$ cat config.mk
export PLATFORM = sky130hd
export DESIGN_NAME = intr_request_ctrl
export DESIGN_NICKNAME = d
export VERILOG_FILES = /design/src/rtl/intr_request_ctrl_pkg.sv /design/src/rtl/intr_prio_enc.sv /design/src/rtl/intr_request_ctrl.sv
export SDC_FILE = /design/constraint.sdc
export NUM_CORES = 1
export LEC_CHECK = 0
export ABC_AREA = 0
export CORE_MARGIN = 5
export CORE_UTILIZATION = 40
export DETAILED_ROUTE_END_ITERATION = 12
export PLACE_DENSITY = 0.67
export SYNTH_ARGS = -nofsm -noshare
export SYNTH_HDL_FRONTEND = slang
export SYNTH_SLANG_ARGS = --single-unit
$ cat constraint.sdc
create_clock -name clk -period 2.3 [get_ports clk]
set_input_delay 0.46 -clock clk [delete_from_list [all_inputs] [get_ports clk]]
set_output_delay 0.46 -clock clk [all_outputs]
set_load 0.05 [all_outputs]
$ cat src/rtl/intr_request_ctrl_pkg.sv
// Shared definitions for the interrupt requester: source count, select width,
// FSM state encoding and the one-hot decode used to clear an acknowledged source.
package intr_request_ctrl_pkg;

   localparam int NUM_SRC = 4;
   localparam int SEL_W   = 2;

   localparam logic [1:0] ST_IDLE    = 2'd0;
   localparam logic [1:0] ST_REQ     = 2'd1;
   localparam logic [1:0] ST_ACKED   = 2'd2;
   localparam logic [1:0] ST_SERVICE = 2'd3;

   function automatic logic [NUM_SRC-1:0] onehot(input logic [SEL_W-1:0] sel);
      onehot      = '0;
      onehot[sel] = 1'b1;
   endfunction

endpackage

$ cat src/rtl/intr_prio_enc.sv
// Combinational fixed-priority encoder: index 3 wins, index 0 loses.
module intr_prio_enc
   import intr_request_ctrl_pkg::*;
(
   input  logic [NUM_SRC-1:0] req,
   output logic [SEL_W-1:0]   idx,
   output logic               valid
);

   // NOTE: every output of an always_comb gets a default first so no path leaves it unassigned (no latch).
   always_comb begin
      idx = '0;
      if (req[3])      idx = 2'd3;
      else if (req[2]) idx = 2'd2;
      else if (req[1]) idx = 2'd1;
      else             idx = 2'd0;
   end

   assign valid = |req;

endmodule

$ cat src/rtl/intr_request_ctrl.sv
// Requester side of the IRQ/IACK handshake: edge-captures sources, arbitrates by
// fixed priority, raises IRQ, and tracks the acknowledged source in service until EOI.
module intr_request_ctrl
   import intr_request_ctrl_pkg::*;
#(
   parameter int ACK_TIMEOUT = 15
) (
   input  logic               clk,
   input  logic               rst,
   input  logic [NUM_SRC-1:0] src_irq,
   input  logic [NUM_SRC-1:0] irq_mask,
   input  logic               eoi,
   input  logic               IACK,
   output logic               IRQ,
   output logic [SEL_W-1:0]   priority_select,
   output logic [NUM_SRC-1:0] pending,
   output logic [NUM_SRC-1:0] in_service,
   output logic               timeout_err
);

   localparam logic [3:0] TO_LAST = 4'(ACK_TIMEOUT - 1);

   logic [1:0]         state;
   logic [3:0]         cnt;
   logic [NUM_SRC-1:0] src_q;
   logic [NUM_SRC-1:0] rise;
   logic [NUM_SRC-1:0] ack_clear;
   logic [NUM_SRC-1:0] eligible;
   logic [SEL_W-1:0]   winner;
   logic               winner_valid;

   assign rise      = src_irq & ~src_q;
   assign eligible  = pending & ~irq_mask;
   assign ack_clear = (state == ST_REQ && IACK) ? onehot(priority_select) : '0;

   intr_prio_enc u_prio_enc (
      .req   (eligible),
      .idx   (winner),
      .valid (winner_valid)
   );

   // A new edge on the bit being acknowledged must survive, so set is applied after clear.
   // NOTE: registers are updated with non-blocking assignments so every flop samples pre-edge values.
   always_ff @(posedge clk or posedge rst) begin
      if (rst) begin
         src_q   <= '0;
         pending <= '0;
      end else begin
         src_q   <= src_irq;
         pending <= (pending & ~ack_clear) | rise;
      end
   end

   always_ff @(posedge clk or posedge rst) begin
      if (rst) begin
         state           <= ST_IDLE;
         IRQ             <= 1'b0;
         priority_select <= '0;
         cnt             <= '0;
         in_service      <= '0;
         timeout_err     <= 1'b0;
      end else begin
         case (state)
            ST_IDLE: begin
               if (winner_valid && in_service == '0) begin
                  priority_select <= winner;
                  IRQ             <= 1'b1;
                  cnt             <= '0;
                  state           <= ST_REQ;
               end
            end
            ST_REQ: begin
               if (cnt != 4'hF) cnt <= cnt + 4'd1;
               if (IACK) begin
                  IRQ        <= 1'b0;
                  in_service <= onehot(priority_select);
                  state      <= ST_ACKED;
               end else if (irq_mask[priority_select]) begin
                  IRQ   <= 1'b0;
                  state <= ST_IDLE;
               end else if (cnt == TO_LAST) begin
                  // Pending bit is left set so the source is retried from IDLE.
                  IRQ         <= 1'b0;
                  timeout_err <= 1'b1;
                  state       <= ST_IDLE;
               end
            end
            ST_ACKED: begin
               if (eoi) begin
                  in_service <= '0;
                  state      <= ST_IDLE;
               end else if (!IACK) begin
                  state <= ST_SERVICE;
               end
            end
            ST_SERVICE: begin
               if (eoi) begin
                  in_service <= '0;
                  state      <= ST_IDLE;
               end
            end
            default: state <= ST_IDLE;
         endcase
      end
   end

endmodule

==> results.yml <==
grt:
  grt_pass1_wl_um: 3415
  grt_pass1_vias: 784
  grt_antenna_before_repair: 0
  global_route.usage.total_pct: 13.09
  grt_max_degree: 23
  grt_remaining_overflow: 0
routing:
  drt-wirelength-per-cell_um: 14.02
  viasPerCell: 5.177
  drt-pass1-iter-count: 4
  totalWireLength_um: 2061
  vias: 761
  ant_nets: 0
  drt_first_iter_violations: 19
  drc_violation_count_after_routing: 0
place:
  globalplace.congestion: 0.7260
  dp_hpwl_um: 1632
  placement.cell_area_mm2: 0.001261
  placed_cells_incl_taps: 144
  numPortBuffers: 23
sta:
  finalHoldWorstSlack_ps: 435.4
  min_period_over_period_pct: 93.61
  setup-violations-final: 0
  transition_time_of_the_tightest_slew_check_pin_ps: 521.8
  final.setup.tns_ps: 0
  max_freq_mhz: 464.5
  slew_viol_final: 0
  period_needed_ps: 2153
  fin_skew_ps: 1.369
  unrepaired_setup_endpoints_after_global_routing: "false"
  max_slew_margin_pct: 65.10
  hold_viol_final: 0
final_layout:
  finish.instance_area_mm2: 0.001284
  insertedDiodeCount: 0
  final.fill_count: 227
  area_growth_pct: 30.20
  fraction_of_final_layout_cells_sized_beyond_drive_strength_1_pct: 11.11
  final_core_utilization_pct: 53.27
  final_cell_count_no_fill: 147
  design.final.nets: 133
floorplanning:
  rows: 18
  top_level_ports: 24
  core_region_area_mm2: 0.002410
  floorplan.die.width_um: 59.65
  dieArea_mm2: 0.003558
  fp.dieH_um: 59.65
  initial_core_util_pct: 40.91
clock_tree:
  cts-htree-levels: 1
  cts_num_sinks: 22
  post_cts_hold_buffer_count: 0
  cts_made_buffers: 3
  clk_root_buffer_cell: "sky130_fd_sc_hd__clkbuf_4"
  tritoncts: "yes"
  clockBufferDepth: 2
  clock_latency_on_the_worst_skew_pair_ps: 300
  post_cts_resize_count: 0
  clkSlewWorstSetupHoldPaths_ps: 110
  post-cts-setup-buffer-count: 0
worst_setup_path:
  critPathKind: "register to primary output"
  critical-path-max-stage-delay_ps: 870
  critical_path.slowest_cell: "sky130_fd_sc_hd__clkdlybuf4s50_1"
  timing.critical_path.to_type: "primary output"
  wp_data_required_ps: 1840
  worst-path-buf-inv: 1
  cp_data_arrival_time_ps: 1690
  worstSetupStartpointType: "register"
  timing.critical_path.fanout_max: 8
  critical_path.cell_chain: "clkdlybuf4s50_1"
  cp_top_family: "buffers and inverters"
logic_synthesis:
  post_synth_top_flop: "sky130_fd_sc_hd__dfrtp_1"
  syn-instance-count: 90
  synth_nets: 104
  ys_ff_latch: 22
  synthArstFlopShare_pct: 100.0
  ys_warn_count: 0
  synth.distinct_cells: 30
  syn-cell-area_um2: 985.9
  ys_seq_area_share_pct: 55.84
  syn-mean-instance-area_um2: 10.95
  synth_edf_count: 0
power:
  p_sw_share_pct: 44.78
  power_frac_comb_pct: 50.4
  total_switching_power_uw: 707.9
  leakagePower_uw: 0.0006154
  vdd_ir_drop_max_v: 0.0007435
  seq_power_share_pct: 39.0
  power_density_over_cell_area_mw_per_mm2: 1232
  cell_internal_pwr_uw: 873.1
  power_frac_clock_pct: 10.6
flow_run:
  cap_violations: 0
status:
  status: "finished, final reports clean"
hold_path:
  hold_class: "register to register"
## metrics by stage
stage	power, uW	worst slack (ps)
3_5_place_dp	1426	204.6
6_report	1581	147.1
2_1_floorplan	1158	492.7
3_3_place_gp	1409	281.8
4_1_cts	1600	145.4
5_1_grt	1688	102.6
## worst register-to-register path, stage by stage (launching register included)
cell,delay (ps)
sky130_fd_sc_hd__dfrtp_1,530
sky130_fd_sc_hd__mux4_2,590
sky130_fd_sc_hd__nor4_2,280
sky130_fd_sc_hd__o22ai_1,130
sky130_fd_sc_hd__o21ai_0,80
## cell usage in the layout, fill, tap and decap left out, types with 2 or more instances in the layout
master,synthesis,routed
sky130_fd_sc_hd__dfrtp_1,22,22
sky130_fd_sc_hd__nand2b_1,2,2
sky130_fd_sc_hd__a21o_1,3,3
sky130_fd_sc_hd__and3_1,2,2
sky130_fd_sc_hd__nor2b_1,4,4
sky130_fd_sc_hd__ha_1,2,2
sky130_fd_sc_hd__o21ai_0,7,7
sky130_fd_sc_hd__clkbuf_4,0,3
sky130_fd_sc_hd__nand3_1,4,4
sky130_fd_sc_hd__o22ai_1,3,3
sky130_fd_sc_hd__nor2_1,7,7
sky130_fd_sc_hd__inv_1,9,9
sky130_fd_sc_hd__clkdlybuf4s50_1,0,23
sky130_fd_sc_hd__mux2_2,2,2
sky130_fd_sc_hd__nand2_1,4,4
sky130_fd_sc_hd__xor2_1,2,2
sky130_fd_sc_hd__nor3_1,2,2
## logic make-up (layout without fill, tap and decap cells)
| logic type | after synthesis | after routing | share of synthesized area, % |
|---|---|---|---|
| compound gates | 18 | 18 | 12.18 |
| xor+xnor | 2 | 2 | 1.777 |
| fa+ha+maj | 2 | 2 | 2.538 |
| buf+inv | 9 | 36 | 3.426 |
| flops | 22 | 22 | 55.84 |
| mux | 3 | 3 | 4.568 |
| simple gates | 34 | 34 | 19.67 |
## sequential cells by signal, summed over array words and instances, names as in the netlist
register         count
cnt                  4
in_service           4
pending              4
src_q                4
priority_select      2
state                2
IRQ                  1
timeout_err          1
## power groups by stage
stage / clock network [uW] / logic (uW) / registers (uW)
finish: 168 / 796 / 617
global route: 192 / 859 / 636
CTS: 174 / 807 / 619
detailed placement: 0 / 801 / 625
global placement: 0 / 787 / 622
floorplan: 0 / 309 / 849
## synthesized netlist by cell type, drive strengths merged, types with 2 or more instances
| library cell | n | share of area, % |
|---|---|---|
| nor3 | 2 | 1.0 |
| a22o | 2 | 1.9 |
| nor2b | 4 | 2.5 |
| nor2 | 7 | 2.7 |
| a21o | 3 | 2.3 |
| nand2 | 4 | 1.5 |
| nand2b | 2 | 1.3 |
| inv | 9 | 3.4 |
| and3 | 2 | 1.3 |
| nand3 | 4 | 2.0 |
| o21ai | 7 | 3.6 |
| o22ai | 3 | 1.9 |
| dfrtp | 22 | 56 |
| ha | 2 | 2.5 |
| mux2 | 2 | 2.3 |
| xor2 | 2 | 1.8 |
| nor4 | 2 | 1.9 |
| or2b | 2 | 1.7 |
## cell type report
type | count | area, um2 | area share (%)
sequential | 22 | 550.5 | 42.89
multi-input combinational | 59 | 401.6 | 31.29
tap | 30 | 37.54 | 2.924
timing repair buffer | 24 | 237.7 | 18.52
inverter | 9 | 33.78 | 2.632
clock buffer | 3 | 22.52 | 1.754
## metal layers
| metal | global-route usage (%) | share of wire, % |
|---|---|---|
| met1 | 15.89 | 42 |
| met2 | 21.91 | 51 |
| met4 | 6.013 | 1.1 |
| met5 | 0 | 0 |
| met3 | 2.832 | 5.8 |
## worst paths after layout
path | start | endpoint | slack [ps] | depth (start not counted)
worst max-delay path | priority_select[1] | priority_select[1] | 150 | 1
worst min-delay path | src_q[3] | pending[3] | 440 | 1
worst max register to register | priority_select[1] | state[0] | 630 | 4
worst min register to register | src_q[3] | pending[3] | 440 | 1
max in group asynchronous | rst | in_service[2] | 1610 | 3
min in group asynchronous | rst | src_q[3] | 480 | 3
(Power assumes the default switching activity.)
